File: src/rtl/hci_core_req_buffer.sv
// rtl/hci_core_req_buffer.sv - request FIFO with outstanding-transaction cap between core port and region demux
// Define HCI_REQ_BUFFER_BYPASS_EN for zero-latency issue when the FIFO is empty.

package hci_package;
  parameter int DEFAULT_AW  = 32;
  parameter int DEFAULT_DW  = 32;
  parameter int DEFAULT_UW  = 1;
  parameter int DEFAULT_BOW = 2;
endpackage

interface hci_core_intf #(
  parameter int AW  = hci_package::DEFAULT_AW,
  parameter int DW  = hci_package::DEFAULT_DW,
  parameter int UW  = hci_package::DEFAULT_UW,
  parameter int BOW = hci_package::DEFAULT_BOW
) ();
  logic              req;
  logic              gnt;
  logic [AW-1:0]     add;
  logic              wen;
  logic [DW-1:0]     data;
  logic [DW/8-1:0]   be;
  logic [BOW-1:0]    boffs;
  logic              lrdy;
  logic [DW-1:0]     r_data;
  logic              r_valid;
  logic              r_opc;
  logic [UW-1:0]     r_user;

  modport master (
    output req, add, wen, data, be, boffs, lrdy,
    input  gnt, r_data, r_valid, r_opc, r_user
  );
  modport slave (
    input  req, add, wen, data, be, boffs, lrdy,
    output gnt, r_data, r_valid, r_opc, r_user
  );
endinterface

module hci_core_req_buffer #(
  parameter int DEPTH           = 2,
  parameter int MAX_OUTSTANDING = 4,
  parameter int AW              = hci_package::DEFAULT_AW,
  parameter int DW              = hci_package::DEFAULT_DW,
  parameter int UW              = hci_package::DEFAULT_UW
) (
  input  logic                               clk_i,
  input  logic                               rst_i,
  input  logic                               clear_i,
  hci_core_intf.slave                        slave,
  hci_core_intf.master                       master,
  output logic [$clog2(DEPTH):0]             count_o,
  output logic [$clog2(MAX_OUTSTANDING):0]   outstanding_o,
  output logic                               err_o
);

  localparam int PW  = $clog2(DEPTH);
  localparam int CW  = PW + 1;
  localparam int OW  = $clog2(MAX_OUTSTANDING) + 1;
  localparam int BW  = DW / 8;
  localparam int BOW = hci_package::DEFAULT_BOW;
  localparam logic [CW-1:0] DEPTH_C = CW'(DEPTH);
  localparam logic [OW:0]   MAXO_C  = (OW+1)'(MAX_OUTSTANDING);

  typedef struct packed {
    logic [AW-1:0]  add;
    logic           wen;
    logic [DW-1:0]  data;
    logic [BW-1:0]  be;
    logic [BOW-1:0] boffs;
  } entry_t;

  entry_t          mem_q [DEPTH];
  logic [PW-1:0]   wptr_q, wptr_d, rptr_q, rptr_d;
  logic [CW-1:0]   count_q, count_d;
  logic [OW-1:0]   out_q, out_d;
  logic            err_q, err_d;

  entry_t          head, slv_entry, mst_entry;
  logic [OW:0]     inflight;
  logic            fifo_empty, fifo_gnt, bypass, issue, push, pop;

  assign inflight   = (OW+1)'(count_q) + (OW+1)'(out_q);
  assign fifo_empty = (count_q == '0);
  assign fifo_gnt   = (count_q < DEPTH_C) && (inflight < MAXO_C);

  assign head      = mem_q[rptr_q];
  assign slv_entry = '{add: slave.add, wen: slave.wen, data: slave.data,
                       be: slave.be, boffs: slave.boffs};

`ifdef HCI_REQ_BUFFER_BYPASS_EN
  assign bypass = fifo_empty && fifo_gnt;
`else
  assign bypass = 1'b0;
`endif

  assign mst_entry    = bypass ? slv_entry : head;
  assign master.req   = !fifo_empty || (bypass && slave.req);
  assign master.add   = mst_entry.add;
  assign master.wen   = mst_entry.wen;
  assign master.data  = mst_entry.data;
  assign master.be    = mst_entry.be;
  assign master.boffs = mst_entry.boffs;
  assign master.lrdy  = slave.lrdy;

  assign slave.gnt     = bypass ? master.gnt : fifo_gnt;
  assign slave.r_valid = master.r_valid;
  assign slave.r_data  = master.r_data;
  assign slave.r_opc   = master.r_opc;
  assign slave.r_user  = master.r_user;

  // A bypassed request is issued without ever occupying a FIFO slot.
  assign issue = master.req && master.gnt;
  assign push  = slave.req && slave.gnt && !bypass;
  assign pop   = issue && !fifo_empty;

  always_comb begin
    wptr_d  = wptr_q;
    rptr_d  = rptr_q;
    count_d = count_q;
    out_d   = out_q;
    err_d   = err_q;
    if (push) wptr_d = wptr_q + PW'(1);
    if (pop)  rptr_d = rptr_q + PW'(1);
    case ({push, pop})
      2'b10:   count_d = count_q + CW'(1);
      2'b01:   count_d = count_q - CW'(1);
      default: count_d = count_q;
    endcase
    if (issue && !master.r_valid) begin
      out_d = out_q + OW'(1);
    end else if (!issue && master.r_valid) begin
      if (out_q == '0) err_d = 1'b1;
      else             out_d = out_q - OW'(1);
    end
    if (clear_i) begin
      wptr_d  = '0;
      rptr_d  = '0;
      count_d = '0;
      out_d   = '0;
      err_d   = 1'b0;
    end
  end

  always_ff @(posedge clk_i or posedge rst_i) begin
    if (rst_i) begin
      wptr_q  <= '0;
      rptr_q  <= '0;
      count_q <= '0;
      out_q   <= '0;
      err_q   <= 1'b0;
    end else begin
      wptr_q  <= wptr_d;
      rptr_q  <= rptr_d;
      count_q <= count_d;
      out_q   <= out_d;
      err_q   <= err_d;
    end
  end

  always_ff @(posedge clk_i) begin
    if (push) mem_q[wptr_q] <= slv_entry;
  end

  assign count_o       = count_q;
  assign outstanding_o = out_q;
  assign err_o         = err_q;

endmodule

File: src/flat_wrapper.sv
// flat-port wrapper written by rule: the top's interface ports become plain ports
module hci_core_req_buffer_flat 
#(
  parameter int DEPTH           = 2,
  parameter int MAX_OUTSTANDING = 4,
  parameter int AW              = hci_package::DEFAULT_AW,
  parameter int DW              = hci_package::DEFAULT_DW,
  parameter int UW              = hci_package::DEFAULT_UW
)
  (clk_i, rst_i, clear_i, count_o, outstanding_o, err_o, slave_req, slave_add, slave_wen, slave_data, slave_be, slave_boffs, slave_lrdy, slave_gnt, slave_r_data, slave_r_valid, slave_r_opc, slave_r_user, master_req, master_add, master_wen, master_data, master_be, master_boffs, master_lrdy, master_gnt, master_r_data, master_r_valid, master_r_opc, master_r_user);
  hci_core_intf #(.AW(AW), .DW(DW), .UW(UW)) slave_i ();
  hci_core_intf #(.AW(AW), .DW(DW), .UW(UW)) master_i ();
  input  logic clk_i;
  input  logic rst_i;
  input  logic clear_i;
  output logic [$clog2(DEPTH):0] count_o;
  output logic [$clog2(MAX_OUTSTANDING):0] outstanding_o;
  output logic err_o;
  input wire logic [$bits(slave_i.req)-1:0] slave_req;
  input wire logic [$bits(slave_i.add)-1:0] slave_add;
  input wire logic [$bits(slave_i.wen)-1:0] slave_wen;
  input wire logic [$bits(slave_i.data)-1:0] slave_data;
  input wire logic [$bits(slave_i.be)-1:0] slave_be;
  input wire logic [$bits(slave_i.boffs)-1:0] slave_boffs;
  input wire logic [$bits(slave_i.lrdy)-1:0] slave_lrdy;
  output wire logic [$bits(slave_i.gnt)-1:0] slave_gnt;
  output wire logic [$bits(slave_i.r_data)-1:0] slave_r_data;
  output wire logic [$bits(slave_i.r_valid)-1:0] slave_r_valid;
  output wire logic [$bits(slave_i.r_opc)-1:0] slave_r_opc;
  output wire logic [$bits(slave_i.r_user)-1:0] slave_r_user;
  output wire logic [$bits(master_i.req)-1:0] master_req;
  output wire logic [$bits(master_i.add)-1:0] master_add;
  output wire logic [$bits(master_i.wen)-1:0] master_wen;
  output wire logic [$bits(master_i.data)-1:0] master_data;
  output wire logic [$bits(master_i.be)-1:0] master_be;
  output wire logic [$bits(master_i.boffs)-1:0] master_boffs;
  output wire logic [$bits(master_i.lrdy)-1:0] master_lrdy;
  input wire logic [$bits(master_i.gnt)-1:0] master_gnt;
  input wire logic [$bits(master_i.r_data)-1:0] master_r_data;
  input wire logic [$bits(master_i.r_valid)-1:0] master_r_valid;
  input wire logic [$bits(master_i.r_opc)-1:0] master_r_opc;
  input wire logic [$bits(master_i.r_user)-1:0] master_r_user;
  assign slave_i.req = slave_req;
  assign slave_i.add = slave_add;
  assign slave_i.wen = slave_wen;
  assign slave_i.data = slave_data;
  assign slave_i.be = slave_be;
  assign slave_i.boffs = slave_boffs;
  assign slave_i.lrdy = slave_lrdy;
  assign slave_gnt = slave_i.gnt;
  assign slave_r_data = slave_i.r_data;
  assign slave_r_valid = slave_i.r_valid;
  assign slave_r_opc = slave_i.r_opc;
  assign slave_r_user = slave_i.r_user;
  assign master_req = master_i.req;
  assign master_add = master_i.add;
  assign master_wen = master_i.wen;
  assign master_data = master_i.data;
  assign master_be = master_i.be;
  assign master_boffs = master_i.boffs;
  assign master_lrdy = master_i.lrdy;
  assign master_i.gnt = master_gnt;
  assign master_i.r_data = master_r_data;
  assign master_i.r_valid = master_r_valid;
  assign master_i.r_opc = master_r_opc;
  assign master_i.r_user = master_r_user;
  hci_core_req_buffer #(.DEPTH(DEPTH), .MAX_OUTSTANDING(MAX_OUTSTANDING), .AW(AW), .DW(DW), .UW(UW)) u_core (.clk_i(clk_i), .rst_i(rst_i), .clear_i(clear_i), .slave(slave_i), .master(master_i), .count_o(count_o), .outstanding_o(outstanding_o), .err_o(err_o));
endmodule
File: config.mk
export PLATFORM = sky130hd
export DESIGN_NAME = hci_core_req_buffer_flat
export DESIGN_NICKNAME = d
export VERILOG_FILES = /design/src/rtl/hci_core_req_buffer.sv /design/src/flat_wrapper.sv
export SDC_FILE = /design/constraint.sdc
export NUM_CORES = 1
export LEC_CHECK = 0
export ABC_CLOCK_PERIOD_IN_PS = 11750
export BUFFER_PORTS_ARGS = -buffer_cell sky130_fd_sc_hd__buf_2
export CORE_AREA = 2 2 112 114
export DETAILED_ROUTE_END_ITERATION = 10
export DIE_AREA = 0 0 114 116
export PLACE_DENSITY = 0.76
export SLEW_MARGIN = 20
export SYNTH_ARGS = -nofsm -noshare
export SYNTH_HDL_FRONTEND = slang
export SYNTH_SLANG_ARGS = --single-unit
File: constraint.sdc
create_clock -name clk_i -period 11.75 [get_ports clk_i]
set_input_delay 1.7625 -clock clk_i [delete_from_list [all_inputs] [get_ports clk_i]]
set_output_delay 1.7625 -clock clk_i [all_outputs]
set_load 0.02 [all_outputs]
==> results.json <==
{
  "hold-worst-slack_ns": 0.522,
  "hold-path-endpoint": "u_core.err_o$_DFFE_PP0P_",
  "reg2reg_from": "u_core.count_o[1]$_DFFE_PP0P_",
  "timing.reg2reg.worst_path_depth": 5,
  "fp.dieH_um": 116,
  "area_delta_synth_final_pct": 22.5,
  "sequentialPowerShare": 0.461,
  "numCtsBuffers": 17,
  "detailedRoute.firstPassIterationCount": 4,
  "core_area_um2": 11900,
  "netSwitchingPower_uw": 397,
  "grt_pass1_vias": 3049,
  "worst_slew_pin_slew_ns": 1.02,
  "hold_start": "u_core.err_o$_DFFE_PP0P_",
  "most_repeated_cell_in_the_gate_level_netlist_after_synthesis": "edfxtp_1",
  "synth_edf_count": 142,
  "placementRows": 40,
  "final_cell_count_no_fill": 603,
  "final-setup-viol-count": 0,
  "cellLeakagePower_nw": 2.75,
  "grt_start_max_net_pins": 73,
  "critPathArrivalTime_ns": 2.16,
  "nets": 555,
  "final-hold-violation-count": 0,
  "reg2reg_to": "u_core.mem_q[1][30]$_DFFE_PP_",
  "cts_resized": 0,
  "cellPowerDensity_nw_per_um2": 210,
  "power.total_mw": 1.51,
  "route.detailed.wl_per_inst_um": 18.0,
  "synthesis.yosys.warnings": 0,
  "via_count": 3091,
  "gp_congestion": 0.725,
  "drt.antenna.violating_nets": 0,
  "ioPinCount": 227,
  "intPower_mw": 1.11,
  "yosys.area.top_type_share": 0.729,
  "cts.root.buffer_cell": "clkbuf_16",
  "post_synth_num_cell_types": 29,
  "max_cap_violations": 0,
  "layout_min_cycle_time_ns": 3.92,
  "worstHoldPathCells": 2,
  "finalCritPeriodShare": 0.334,
  "dieWidth_um": 114,
  "netSwitchingFraction": 0.263,
  "r2r_setup_slack_ns": 9.21,
  "post_cts_hold_buffer_count": 0,
  "clock_power_share": 0.374,
  "asyncSetResetFlopFracSynth": 0.0533,
  "globalRouteTotalUtil": 0.165,
  "synth-seq-cells": 150,
  "status": "completed",
  "rsz_0062_raised_after_global_routing": "false",
  "global_route.overflow_total": 0,
  "drtIter0Drc": 178,
  "worst-setup-path-type": "flip-flop to output port",
  "post_synth_main_area_contributors": "edfxtp_1 (73%), mux2_1 (14%), buf_4 (4.6%)",
  "netlist_area_pre_place_um2": 5850,
  "seq_area_frac_synth": 0.763,
  "worst_ep_required_time_ns": 9.99,
  "critical-path-slowest-cell": "dfrtp_4",
  "setup.worst_path.start_class": "flip-flop",
  "port-buffer-count": 156,
  "fin_worst_skew_ns": 0.00606,
  "maxSlewViolCount": 0,
  "synth_fp_nets": 423,
  "final_layout_size_suffix_gt1_frac": 0.423,
  "grt_first_pass_wirelength_um": 15500,
  "remaining_drc_errors": 0,
  "dieArea_um2": 13200,
  "synth_top_cell_by_area": "edfxtp_1",
  "antenna_found_initial": 2,
  "place.detailed.hpwl_um": 7160,
  "max_clock_freq_mhz": 255,
  "power.combinational.fraction": 0.164,
  "worst_setup_hold_path_clk_slew_ns": 0.06,
  "crit_path_cell_trace": "mux2_1, buf_2",
  "post-cts-setup-buffers": 0,
  "synthesis.instances": 309,
  "placed_cells": 569,
  "worst_vdd_rail_ir_drop_mv": 0.143,
  "clock_path_buffers": 2,
  "fin_setup_tns_ns": 0,
  "dominantRegCellSynth": "edfxtp_1",
  "hold_path_class": "flip-flop to flip-flop",
  "cp-startpoint": "u_core.rptr_q$_DFFE_PP0P_",
  "cts_sinks": 150,
  "starting_utilization_of_the_core_area": 0.491,
  "detail_route.vias_per_cell": 5.13,
  "cts_tree": "built",
  "wl_um": 10900,
  "synth.avg_cell_area_um2": 18.9,
  "max_slew_headroom": 0.317,
  "worstPathMaxFanout": 72,
  "cp_slowest_stage_delay_ns": 1.07,
  "worst_setup_path_end_kind": "output port",
  "netlist_top_cells_count": "edfxtp_1 (142), mux2_1 (71), buf_4 (36), nor2_1 (10), dfrtp_1 (8)",
  "clkLatencyLatePin_ns": 0.41,
  "final_cell_area_um2": 7170,
  "cts_htree_levels": 4,
  "detailed_place.area_um2": 6540
}
cells in the final DEF, fill, tap and decap left out, drive strengths merged, types with 2 or more instances in the layout:
cell      synthesis  layout
edfxtp          142     142
xnor2             2       2
clkinv            0       4
nand3             5       5
diode             0       2
mux2             71      71
xor2              2       2
clkbuf            1      18
dfrtp             8       8
nor2             10      10
a21oi             2       2
clkinvlp          0       2
nor3              2       2
a22o              2       2
bufinv            0       4
buf              44     158
inv               5       9
o21ai             2       2
worst max-delay path by stage:
stage	end	slack (ns)
floorplan	u_core.mem_q[0][0]$_DFFE_PP_	6.34
global placement	slave_r_valid	7.89
detailed placement	slave_r_valid	7.87
CTS	master_add[10]	7.80
global route	master_add[10]	7.72
finish	master_add[31]	7.83
cells by family after synthesis:
| group | count (synthesis) | synth area share |
|---|---|---|
| compound gates | 10 | 0.0141 |
| xor+xnor | 4 | 0.00599 |
| fa+ha+maj | 2 | 0.00556 |
| buf+inv | 50 | 0.0567 |
| flops | 150 | 0.763 |
| mux | 72 | 0.138 |
| simple gates | 21 | 0.0163 |
flip-flops by register name, indices dropped and copies added, names as in the netlist:
name,cells
u_core.err_o,1
u_core.rptr_q,1
u_core.count_o,2
u_core.wptr_q,1
u_core.mem_q,142
u_core.outstanding_o,3
worst max-delay path, delay by kind of cell, from the launching register on:
family / cells / cell delay (ns)
flops: 1 / 1.07
buf+inv: 1 / 0.18
mux: 1 / 0.41
power by group through the flow:
stage                     clock network (mW)  logic, mW  registers, mW
after floorplan                            0      0.183          0.698
after global placement                     0      0.247          0.703
after detailed placement                   0      0.251          0.708
after CTS                              0.576      0.253          0.697
after global routing                   0.597      0.268          0.703
final                                  0.564      0.248          0.696
cell type report:
cell class                 instances  area, um2
fill                             900       4740
sequential                       150       4470
multi-input combinational        109       1070
timing repair buffer             158        796
clock buffer                      18        429
clock inverter                    14        198
tap                              147        184
inverter                           5       18.8
antenna                            2       5.00
layer usage:
metal  share of wire  GRT usage  up-vias
li1                -          -     1404
met1            0.37      0.173     1518
met2            0.53      0.285      134
met3           0.071     0.0575       35
met4           0.033      0.102        0
met5               0          0        -
per-stage QoR:
step           utilization  setup WS (ns)
4_1_cts              0.601           7.80
5_1_grt              0.602           7.72
2_1_floorplan            -           6.34
3_3_place_gp         0.549           7.89
6_report             0.602           7.83
3_5_place_dp         0.549           7.87
(Power assumes the default switching activity.)
